[config.mk]
export PLATFORM = sky130hd
export DESIGN_NAME = ex_stage
export DESIGN_NICKNAME = d
export VERILOG_FILES = /design/src/rtl/ex_stage.sv
export SDC_FILE = /design/constraint.sdc
export NUM_CORES = 1
export LEC_CHECK = 0
export ABC_AREA = 1
export CAP_MARGIN = 10
export CORE_UTILIZATION = 47
export CTS_CLUSTER_SIZE = 20
export DETAILED_ROUTE_END_ITERATION = 16
export PLACE_DENSITY = 0.79
export SLEW_MARGIN = 20
export SYNTH_ARGS = -nofsm -noshare
export SYNTH_HDL_FRONTEND = slang
export SYNTH_SLANG_ARGS = --single-unit
[constraint.sdc]
create_clock -name clk -period 1 [get_ports clk]
set_input_delay 0.15 -clock clk [delete_from_list [all_inputs] [get_ports clk]]
set_output_delay 0.15 -clock clk [all_outputs]
set_load 0.05 [all_outputs]
[src/rtl/ex_stage.sv]
// Execute stage: forwards operands onto the two ALU inputs, runs the ALU, keeps
// the Z/N/C condition codes, resolves conditional jumps, and registers the
// result and the pass-through controls into the 80-bit EX/MEM buffer.
module ex_stage (
    input  logic        clk,
    input  logic        reset,
    input  logic [91:0] IDEX,
    input  logic [1:0]  Fwd_Sel1,
    input  logic [1:0]  Fwd_Sel2,
    input  logic [15:0] Fwd_EXMEM,
    input  logic [15:0] Fwd_MEMWB,
    input  logic [15:0] InPort,
    input  logic        stall,
    input  logic        flush,
    input  logic        Flags_Restore,
    input  logic [2:0]  Flags_In,
    output logic [79:0] Buffer,
    output logic [2:0]  Flags,
    output logic        Jump_Taken
);

    // Flag bit positions inside {C,N,Z}. A jump condition code FGS of 00/01/10
    // selects Z/N/C, which conveniently matches these bit indices.
    localparam int FLAG_Z = 0;
    localparam int FLAG_N = 1;
    localparam int FLAG_C = 2;

    // Single-operand opcodes (OPS=0)
    localparam logic [2:0] OP1_NOT  = 3'b000;
    localparam logic [2:0] OP1_INC  = 3'b001;
    localparam logic [2:0] OP1_DEC  = 3'b010;
    localparam logic [2:0] OP1_MOV  = 3'b011;
    localparam logic [2:0] OP1_SETC = 3'b100;
    localparam logic [2:0] OP1_CLRC = 3'b101;

    // Two-operand opcodes (OPS=1)
    localparam logic [2:0] OP2_ADD  = 3'b000;
    localparam logic [2:0] OP2_SUB  = 3'b001;
    localparam logic [2:0] OP2_AND  = 3'b010;
    localparam logic [2:0] OP2_OR   = 3'b011;
    localparam logic [2:0] OP2_SHL  = 3'b100;
    localparam logic [2:0] OP2_SHR  = 3'b101;
    localparam logic [2:0] OP2_PB   = 3'b110;

    // ------------------------------------------------------------------
    // ID/EX field decode
    // ------------------------------------------------------------------
    logic        ior;
    logic        iow;
    logic        ops;
    logic [2:0]  alu_op;
    logic        alu_en;
    logic [1:0]  fd;
    logic [15:0] data1;
    logic [15:0] data2;
    logic [2:0]  wb_address;
    logic        mr;
    logic        mw;
    logic        wb;
    logic        jmp;
    logic        sp;
    logic        spop;
    logic [1:0]  fgs;
    logic [31:0] pc;
    logic        jwsp;
    logic [2:0]  src_address;
    logic        imm;
    logic        stack_pc;
    logic        stack_flags;
    logic        intr;

    assign ior         = IDEX[0];
    assign iow         = IDEX[1];
    assign ops         = IDEX[2];
    assign alu_op      = IDEX[5:3];
    assign alu_en      = IDEX[6];
    assign fd          = IDEX[8:7];
    assign data1       = IDEX[24:9];
    assign data2       = IDEX[40:25];
    assign wb_address  = IDEX[43:41];
    assign mr          = IDEX[44];
    assign mw          = IDEX[45];
    assign wb          = IDEX[46];
    assign jmp         = IDEX[47];
    assign sp          = IDEX[48];
    assign spop        = IDEX[49];
    assign fgs         = IDEX[51:50];
    assign pc          = IDEX[83:52];
    assign jwsp        = IDEX[84];
    assign src_address = IDEX[87:85];
    assign imm         = IDEX[88];
    assign stack_pc    = IDEX[89];
    assign stack_flags = IDEX[90];
    assign intr        = IDEX[91];

    // FD and SRC_Address are only meaningful to the hazard unit upstream.
    logic unused_fields;
    assign unused_fields = ^{fd, src_address};

    // ------------------------------------------------------------------
    // State
    // ------------------------------------------------------------------
    logic [79:0] buffer_reg;
    logic [79:0] buffer_next;
    logic [2:0]  flags_reg;
    logic [2:0]  flags_next;

    // ------------------------------------------------------------------
    // Operand forwarding
    // ------------------------------------------------------------------
    logic [15:0] op1;
    logic [15:0] op2;
    logic [15:0] op2_fwd;

    // Select operand 1; code 11 falls back to the ID/EX value.
    always_comb begin
        op1 = data1;
        case (Fwd_Sel1)
            2'b01:   op1 = Fwd_EXMEM;
            2'b10:   op1 = Fwd_MEMWB;
            default: op1 = data1;
        endcase
    end

    // Select operand 2; an immediate always comes straight from Data2.
    always_comb begin
        op2_fwd = data2;
        case (Fwd_Sel2)
            2'b01:   op2_fwd = Fwd_EXMEM;
            2'b10:   op2_fwd = Fwd_MEMWB;
            default: op2_fwd = data2;
        endcase
        op2 = imm ? data2 : op2_fwd;
    end

    // ------------------------------------------------------------------
    // Arithmetic helpers (17 bits wide so carry/borrow falls out in bit 16)
    // ------------------------------------------------------------------
    logic [16:0] add_wide;
    logic [16:0] sub_wide;
    logic [16:0] inc_wide;
    logic [16:0] dec_wide;
    logic [16:0] shl_wide;
    logic [16:0] shr_wide;
    logic [3:0]  shamt;

    assign add_wide = {1'b0, op1} + {1'b0, op2};
    assign sub_wide = {1'b0, op1} - {1'b0, op2};
    assign inc_wide = {1'b0, op1} + 17'd1;
    assign dec_wide = {1'b0, op1} - 17'd1;
    assign shamt    = op2[3:0];
    // The extra bit catches the last bit shifted out: bit 16 for a left
    // shift, bit 0 for a right shift.
    assign shl_wide = {1'b0, op1} << shamt;
    assign shr_wide = {op1, 1'b0} >> shamt;

    // ------------------------------------------------------------------
    // ALU
    // ------------------------------------------------------------------
    logic [15:0] alu_result;
    logic        upd_zn;
    logic        upd_c;
    logic        c_val;

    // Compute the ALU result and which flags this opcode is allowed to touch.
    always_comb begin
        alu_result = op1;
        upd_zn     = 1'b0;
        upd_c      = 1'b0;
        c_val      = 1'b0;
        if (alu_en) begin
            if (!ops) begin
                case (alu_op)
                    OP1_NOT: begin
                        alu_result = ~op1;
                        upd_zn     = 1'b1;
                    end
                    OP1_INC: begin
                        alu_result = inc_wide[15:0];
                        upd_zn     = 1'b1;
                        upd_c      = 1'b1;
                        c_val      = inc_wide[16];
                    end
                    OP1_DEC: begin
                        alu_result = dec_wide[15:0];
                        upd_zn     = 1'b1;
                        upd_c      = 1'b1;
                        c_val      = dec_wide[16];
                    end
                    OP1_MOV: begin
                        alu_result = op1;
                    end
                    OP1_SETC: begin
                        upd_c = 1'b1;
                        c_val = 1'b1;
                    end
                    OP1_CLRC: begin
                        upd_c = 1'b1;
                        c_val = 1'b0;
                    end
                    default: begin
                        alu_result = op1;
                    end
                endcase
            end else begin
                case (alu_op)
                    OP2_ADD: begin
                        alu_result = add_wide[15:0];
                        upd_zn     = 1'b1;
                        upd_c      = 1'b1;
                        c_val      = add_wide[16];
                    end
                    OP2_SUB: begin
                        alu_result = sub_wide[15:0];
                        upd_zn     = 1'b1;
                        upd_c      = 1'b1;
                        c_val      = sub_wide[16];
                    end
                    OP2_AND: begin
                        alu_result = op1 & op2;
                        upd_zn     = 1'b1;
                    end
                    OP2_OR: begin
                        alu_result = op1 | op2;
                        upd_zn     = 1'b1;
                    end
                    OP2_SHL: begin
                        alu_result = shl_wide[15:0];
                        upd_zn     = 1'b1;
                        // A zero-distance shift has no "last bit out".
                        upd_c      = (shamt != 4'd0);
                        c_val      = shl_wide[16];
                    end
                    OP2_SHR: begin
                        alu_result = shr_wide[16:1];
                        upd_zn     = 1'b1;
                        upd_c      = (shamt != 4'd0);
                        c_val      = shr_wide[0];
                    end
                    OP2_PB: begin
                        alu_result = op2;
                    end
                    default: begin
                        alu_result = op1;
                    end
                endcase
            end
        end
    end

    // ------------------------------------------------------------------
    // Jump resolution
    // ------------------------------------------------------------------
    // Test the condition selected by FGS against the current flags.
    always_comb begin
        Jump_Taken = 1'b0;
        if (jmp) begin
            case (fgs)
                2'b00:   Jump_Taken = flags_reg[FLAG_Z];
                2'b01:   Jump_Taken = flags_reg[FLAG_N];
                2'b10:   Jump_Taken = flags_reg[FLAG_C];
                default: Jump_Taken = 1'b1;
            endcase
        end
    end

    // ------------------------------------------------------------------
    // Flag update
    // ------------------------------------------------------------------
    logic [2:0] flags_exec;

    // Merge ALU flag effects and the taken-jump clear; then apply the
    // restore/flush/stall priority on top.
    always_comb begin
        flags_exec = flags_reg;
        if (upd_zn) begin
            flags_exec[FLAG_Z] = (alu_result == 16'h0000);
            flags_exec[FLAG_N] = alu_result[15];
        end
        if (upd_c) begin
            flags_exec[FLAG_C] = c_val;
        end
        // A taken conditional jump consumes the flag it tested.
        if (Jump_Taken && (fgs != 2'b11)) begin
            flags_exec[fgs] = 1'b0;
        end

        if (Flags_Restore) begin
            flags_next = Flags_In;
        end else if (flush || stall) begin
            flags_next = flags_reg;
        end else begin
            flags_next = flags_exec;
        end
    end

    // ------------------------------------------------------------------
    // EX/MEM buffer assembly
    // ------------------------------------------------------------------
    logic [15:0] result;

    // Input-port reads override whatever the ALU produced.
    assign result = ior ? InPort : alu_result;

    // Pack the outgoing EX/MEM word, or hold/bubble it.
    always_comb begin
        if (flush) begin
            buffer_next = '0;
        end else if (stall) begin
            buffer_next = buffer_reg;
        end else begin
            buffer_next = {
                flags_reg,      // FlagSnap [79:77]
                iow,            // [76]
                intr,           // [75]
                stack_flags,    // [74]
                stack_pc,       // [73]
                jwsp,           // [72]
                pc,             // [71:40]
                spop,           // [39]
                sp,             // [38]
                wb,             // [37]
                mw,             // [36]
                mr,             // [35]
                wb_address,     // [34:32]
                op1,            // StoreData [31:16]
                result          // [15:0]
            };
        end
    end

    // EX/MEM and flag registers, cleared asynchronously.
    always_ff @(posedge clk or negedge reset) begin
        if (!reset) begin
            buffer_reg <= '0;
            flags_reg  <= '0;
        end else begin
            buffer_reg <= buffer_next;
            flags_reg  <= flags_next;
        end
    end

    assign Buffer = buffer_reg;
    assign Flags  = flags_reg;

endmodule

==> results of run 1 <==
## kinds of logic after synthesis
| logic type | share of synthesized area (%) |
|---|---|
| DFF | 21.09 |
| AOI/OAI and AO/OA | 13.35 |
| adders and majority gates | 6.811 |
| buffers and inverters | 9.873 |
| and+or+nand+nor | 48.69 |
| xor gates and xnor gates | 0.1779 |
## Yosys cell counts (11+ instances only)
library cell,n
a21oi_1,74
buf_2,20
clkbuf_1,46
dfrtp_1,83
ha_1,52
inv_1,113
inv_2,16
nand2_1,508
nand2_2,24
nand3_1,325
nand4_1,18
nor2_1,110
nor2_2,11
o21ai_0,92
## metrics by stage
step	instance area, sq um	utilization [%]
floorplan	10300	-
global placement	16000	78.56
detailed placement	16000	78.56
CTS	17920	87.99
## metal layers
layer | GRT overflow | global-route usage [%]
met5 | 0 | 12.27
met4 | 21 | 59.11
met3 | 1 | 46.27
met2 | 18 | 88.98
met1 | 0 | 71.71
## what timing repair did
| item | CTS |
|---|---|
| setup endpoints to repair | 163 |
| cloned | 6 |
| setup buffers | 78 |
| endpoints found under the hold margin | 83 |
| gates resized for setup | 280 |
| pin swaps | 118 |
| hold buffers | 1 |
==> impl_metrics.py, run 1 <==
metrics = {
    "grt": {
        "grt_first_pass_wirelength_microns": 109500,
        "grt_max_degree": 42,
        "grt_overflow": 40,
        "grt_pass1_vias": 17905,
        "grt_usage_pct": 67.73,
    },
    "clock_network": {
        "clock-sinks": 83,
        "cts_made_buffers": 9,
        "clockBufferDepth": 2,
        "h-tree-depth": 3,
        "cts_root_buf": "clkbuf_16",
    },
    "synth": {
        "yosysWarnings": 0,
        "synth.top_cell.area_share_pct": 21.09,
        "syn_area_per_cell_sq_um": 5.964,
        "synth_flop_cell": "dfrtp_1",
        "seq_area_frac_synth_pct": 21.09,
        "synth.ff_latch_count": 83,
        "synth_edf_count": 0,
        "synth_top_area_cell": "dfrtp_1",
        "synth.distinct_cells": 56,
        "netlist_top_cells_area": "dfrtp_1 21%, nand2_1 19%, nand3_1 17%",
        "async_reset_ff_share_pct": 100.0,
        "syn_nets": 1856,
        "netlist_area_sq_um": 9847,
        "synth_cells": 1651,
    },
    "outcome": {
        "haltStage": "5_1_grt",
        "firstError": "[ERROR GRT-0116] Global routing finished with congestion. Check the congestion regions in the DRC Viewer.",
        "status": "aborted with a tool error",
    },
    "die": {
        "fp.dieW_microns": 146.7,
        "ioPinCount": 236,
        "row_count": 52,
        "initial_core_util_pct": 48.35,
        "die-height_microns": 146.7,
    },
    "placement": {
        "dp_cells": 2415,
        "dp_slack_ns": -2.753,
        "dp_hpwl_microns": 40410,
        "portBuffers": 230,
        "routabilityCongestion": 1.144,
    },
}
==> run 2, diff against run 1 <==
- CORE_UTILIZATION: 47 -> 35
- CTS_CLUSTER_SIZE: 20 -> unset
- PLACE_DENSITY: 0.79 -> unset
- PLACE_DENSITY_LB_ADDON: unset -> 0.15
- clock period: 1 -> 1.3 ns (I/O delays scaled with it)
==> run 2 against run 1 <==
Against the previous run: the flow now finishes, with violations (negative setup slack); synthesized area unchanged; synthesized cell count unchanged.
==> impl_metrics.py, run 2 <==
metrics = {
    "outcome": {
        "status": "finished with violations",
        "violations": "negative setup slack",
    },
    "sta": {
        "period_needed_ns": 2.826,
        "fin_tns_setup_ns": -25.71,
        "maxSlewViolCount": 0,
        "worst_clock_skew_ns": 0.007396,
        "setup_viol": 20,
        "fmax_ghz": 0.3539,
        "rsz0062_at_grt": "true",
        "tightestPinTransition_ns": 0.6632,
        "hold_viol_final": 0,
        "max-slew-margin-rel_pct": 55.74,
        "fin_crit_sh_pct": 217.4,
        "fin_ws_ns": -1.526,
    },
    "route": {
        "first_pass_iters": 6,
        "drt-total-wl_microns": 52110,
        "dr_total_vias": 13878,
        "routed_via_density": 5.358,
        "wl_per_cell_microns": 20.12,
        "postRouteAntennaNets": 0,
        "drc": 0,
        "drt_iter0_drc": 1279,
    },
    "pwr": {
        "power_density_nw_per_um2": 930.7,
        "peakVddDrop_mv": 0.7637,
        "p_total_w": 0.01660,
        "p_leak_nw": 8.538,
    },
    "worst_setup_path": {
        "path_delay_family": "compound AO/OA/AOI/OAI gates",
        "crit_type": "input port to flop",
        "end_kind": "flop",
        "critPathBufInv": 6,
        "cp_max_fo": 6,
        "critical-path-max-stage-delay_ns": 0.35,
        "critPathSlowestCell": "ha_4",
        "startpoint_type": "input port",
        "cp_data_arrival_time_ns": 3.06,
        "worstPathRequired_ns": 1.53,
        "crit_chain": "buf_8 -> inv_8 -> ha_4 -> inv_4 -> or2_1 -> nand2_4 -> inv_2 -> buf_4 -> ha_1 -> a21o_1 -> a21oi_4 -> nor2_2 -> a211oi_2 -> nand3_1 -> nand3_1 -> nand3_2 -> a21oi_2 -> buf_4 -> nand2_2 -> a31o_2",
    },
    "final_layout": {
        "instances_no_fill": 2590,
        "mostFrequentLayoutCell": "nand2_1",
        "most-common-layout-cells": "447 x nand2_1, 347 x buf_4, 282 x nand3_1",
        "diodes": 0,
        "largest_reg_flops": 80,
        "layout-drive-gt1-share_pct": 37.75,
        "syn2layout_area_growth_pct": 81.13,
        "nets": 2412,
        "fillers": 2549,
    },
    "grt": {
        "grt_overflow": 0,
        "grt_max_degree": 81,
        "grt_pass1_vias": 13518,
        "grt_usage_pct": 36.18,
        "grt_first_pass_wirelength_microns": 78860,
        "antenna_found_initial": 0,
    },
    "synth": {
        "synth.top_cell.area_share_pct": 21.09,
        "synth_flop_cell": "dfrtp_1",
        "async_reset_ff_share_pct": 100.0,
        "synth_commonest_cells": "508 x nand2_1, 325 x nand3_1, 113 x inv_1, 110 x nor2_1, 92 x o21ai_0",
        "yosysMostFrequentCell": "nand2_1",
        "syn_area_per_cell_sq_um": 5.964,
        "synth_cells": 1651,
        "synth.ff_latch_count": 83,
        "netlist_area_sq_um": 9847,
        "seq_area_frac_synth_pct": 21.09,
        "yosysWarnings": 0,
        "synth_top_area_cell": "dfrtp_1",
        "syn_nets": 1856,
        "netlist_top_cells_area": "dfrtp_1 21%, nand2_1 19%, nand3_1 17%",
        "synth_edf_count": 0,
        "synth.distinct_cells": 56,
    },
    "clock_network": {
        "tritoncts": "built",
        "cts_made_buffers": 9,
        "clockBufferDepth": 2,
        "h-tree-depth": 3,
        "clock-sinks": 83,
        "clkTransAtPathRegs_ns": 0.07,
        "worstSkewPairLatency_ns": 0.34,
        "cts_root_buf": "clkbuf_16",
    },
    "placement": {
        "dp_cells": 2534,
        "dp_hpwl_microns": 42420,
        "dp_slack_ns": -2.589,
        "portBuffers": 230,
        "routabilityCongestion": 1.075,
    },
    "die": {
        "fp.dieW_microns": 169.7,
        "core_sq_um": 27710,
        "initial_core_util_pct": 35.54,
        "die-area_sq_um": 28810,
        "row_count": 61,
        "ioPinCount": 236,
        "die-height_microns": 169.7,
    },
    "run": {
        "cap_viol_max_count": 0,
    },
    "worst_hold_path": {
        "hold_path_class": "input port to asynchronous set/reset pin",
    },
}
## run 2: layout make-up
| class | instances | area [sq um] | area share (%) |
|---|---|---|---|
| sequential | 83 | 2079 | 11.66 |
| tap | 378 | 473.0 | 2.652 |
| clock inverter | 7 | 66.31 | 0.3718 |
| timing repair inverter | 2 | 17.52 | 0.09821 |
| timing repair buffer | 631 | 6546 | 36.70 |
| inverter | 134 | 553.0 | 3.101 |
| multi-input combinational | 1346 | 7875 | 44.15 |
| clock buffer | 9 | 225.2 | 1.263 |
## run 2: path summary, 6_finish.rpt
kind / slack, ns / cells after the start / from / to
max: -1.53 / 20 / Fwd_Sel1[0] / Flags[1]$_DFFE_PN0P_
max in group asynchronous: 0.53 / 3 / reset / Buffer[22]$_DFFE_PN0P_
max reg2reg: -0.17 / 9 / Flags[2]$_DFFE_PN0P_ / Flags[2]$_DFFE_PN0P_
min reg2reg: 0.58 / 2 / Buffer[19]$_DFFE_PN0P_ / Buffer[19]$_DFFE_PN0P_
min: 0.28 / 2 / reset / Buffer[76]$_DFFE_PN0P_
min in group clk: 0.36 / 5 / stall / Buffer[36]$_DFFE_PN0P_
## run 2: per-stage QoR
stage / hold WS [ns] / cell area (sq um) / utilization, %
2_1_floorplan: -0.1006 / 10270 / -
3_3_place_gp: 0.1106 / 16210 / 58.50
3_5_place_dp: 0.1109 / 16210 / 58.50
4_1_cts: 0.2841 / 17490 / 63.12
5_1_grt: 0.3020 / 17840 / 64.38
6_report: 0.2829 / 17840 / 64.38
## run 2: cell families (layout without fill, tap and decap cells)
group | count (synthesis) | after routing | synth area share [%]
xor gates and xnor gates | 2 | 2 | 0.1779
adders and majority gates | 53 | 53 | 6.811
DFF | 83 | 83 | 21.09
AOI/OAI and AO/OA | 229 | 229 | 13.35
buffers and inverters | 222 | 783 | 9.873
and+or+nand+nor | 1062 | 1062 | 48.69
## run 2: worst reg2reg max path, cell delays in order (launching register included)
cell and delay, ns:
dfrtp_2 0.37, a21oi_2 0.06, o21ai_1 0.13, nand2_1 0.10, buf_4 0.14, buf_4 0.12
o311ai_0 0.26, inv_1 0.07, nand2_1 0.06, nand2_1 0.05
## run 2: per-layer routing
metal	GRT usage [%]	vias to the layer above	share of wire, %
li1	-	6607	-
met4	20.09	0	6.2
met5	0	-	0
met1	47.56	6459	42
met2	54.51	665	43
met3	8.186	147	9.5
## run 2: report_power, final
group          internal, W  switching [W]
logic              0.00496        0.00613
registers          0.00276       0.000188
clock network      0.00135        0.00121
## run 2: what timing repair did
action,CTS,global route
hold buffers,1,0
hold endpoints to repair,18,0
pin swaps,98,50
resized for setup,225,83
setup endpoints to repair,36,28
gates cloned,4,0
setup buffers,26,11
No activity file was read; power rests on OpenSTA's default activity.
==> run 3, diff against run 2 <==
- ABC_AREA: 1 -> unset
- CORE_UTILIZATION: 35 -> 52
- SKIP_CTS_REPAIR_TIMING: unset -> 1
==> run 3 against run 2 <==
Against the previous run: the flow now stops in 5_1_grt; synthesized area decreased by 0.60%; synthesized cell count decreased by 21%.
==> impl_metrics.py, run 3 <==
metrics = {
    "grt": {
        "grt_first_pass_wirelength_microns": 103800,
        "grt_pass1_vias": 17795,
        "grt_usage_pct": 70.36,
        "grt_overflow": 101,
        "grt_max_degree": 78,
    },
    "synth": {
        "synth_top_area_cell": "dfrtp_1",
        "synth_commonest_cells": "197 x nor2_1, 102 x nand2_1, 101 x a21oi_1, 97 x mux2i_1, 83 x dfrtp_1",
        "yosysMostFrequentCell": "nor2_1",
        "syn_nets": 1514,
        "synth_cells": 1309,
        "synth.ff_latch_count": 83,
        "syn_area_per_cell_sq_um": 7.478,
        "synth_flop_cell": "dfrtp_1",
        "yosysWarnings": 0,
        "netlist_top_cells_area": "dfrtp_1 21%, mux2i_1 9.9%, nor2_1 7.6%",
        "synth.top_cell.area_share_pct": 21.22,
        "async_reset_ff_share_pct": 100.0,
        "seq_area_frac_synth_pct": 21.22,
        "synth_edf_count": 0,
        "netlist_area_sq_um": 9788,
        "synth.distinct_cells": 85,
    },
    "outcome": {
        "status": "aborted with a tool error",
        "haltStage": "5_1_grt",
        "firstError": "[ERROR GRT-0116] Global routing finished with congestion. Check the congestion regions in the DRC Viewer.",
    },
    "clock_network": {
        "h-tree-depth": 3,
        "clockBufferDepth": 2,
        "clock-sinks": 83,
        "cts_made_buffers": 9,
        "cts_root_buf": "clkbuf_16",
    },
    "placement": {
        "dp_hpwl_microns": 44220,
        "dp_cells": 2074,
        "routabilityCongestion": 1.320,
        "postPlaceCellArea_sq_um": 16430,
        "portBuffers": 230,
    },
    "die": {
        "ioPinCount": 236,
        "row_count": 49,
        "initial_core_util_pct": 53.76,
        "fp.dieW_microns": 139.2,
        "die-height_microns": 139.2,
    },
}
-- run 3: logic make-up after synthesis --
family	after synthesis	share of synthesized area (%)
multiplexers	105	11.53
AND/OR/NAND/NOR	441	20.20
adder cells (fa/ha/maj)	53	6.852
XOR/XNOR	15	1.342
flip-flops	83	21.22
AO/OA/AOI/OAI	452	32.29
buffers and inverters	160	6.571
-- run 3: routing by layer --
layer / GRT overflow / track usage, %
met4: 46 / 70.23
met2: 52 / 93.01
met5: 0 / 20.30
met3: 3 / 50.93
met1: 0 / 68.47
-- run 3: through the flow --
stage                     setup slack [ns]  setup TNS [ns]
after floorplan                     -2.648          -42.10
after global placement              -3.368          -81.64
after detailed placement            -3.697          -90.24
after CTS                           -3.338          -68.90
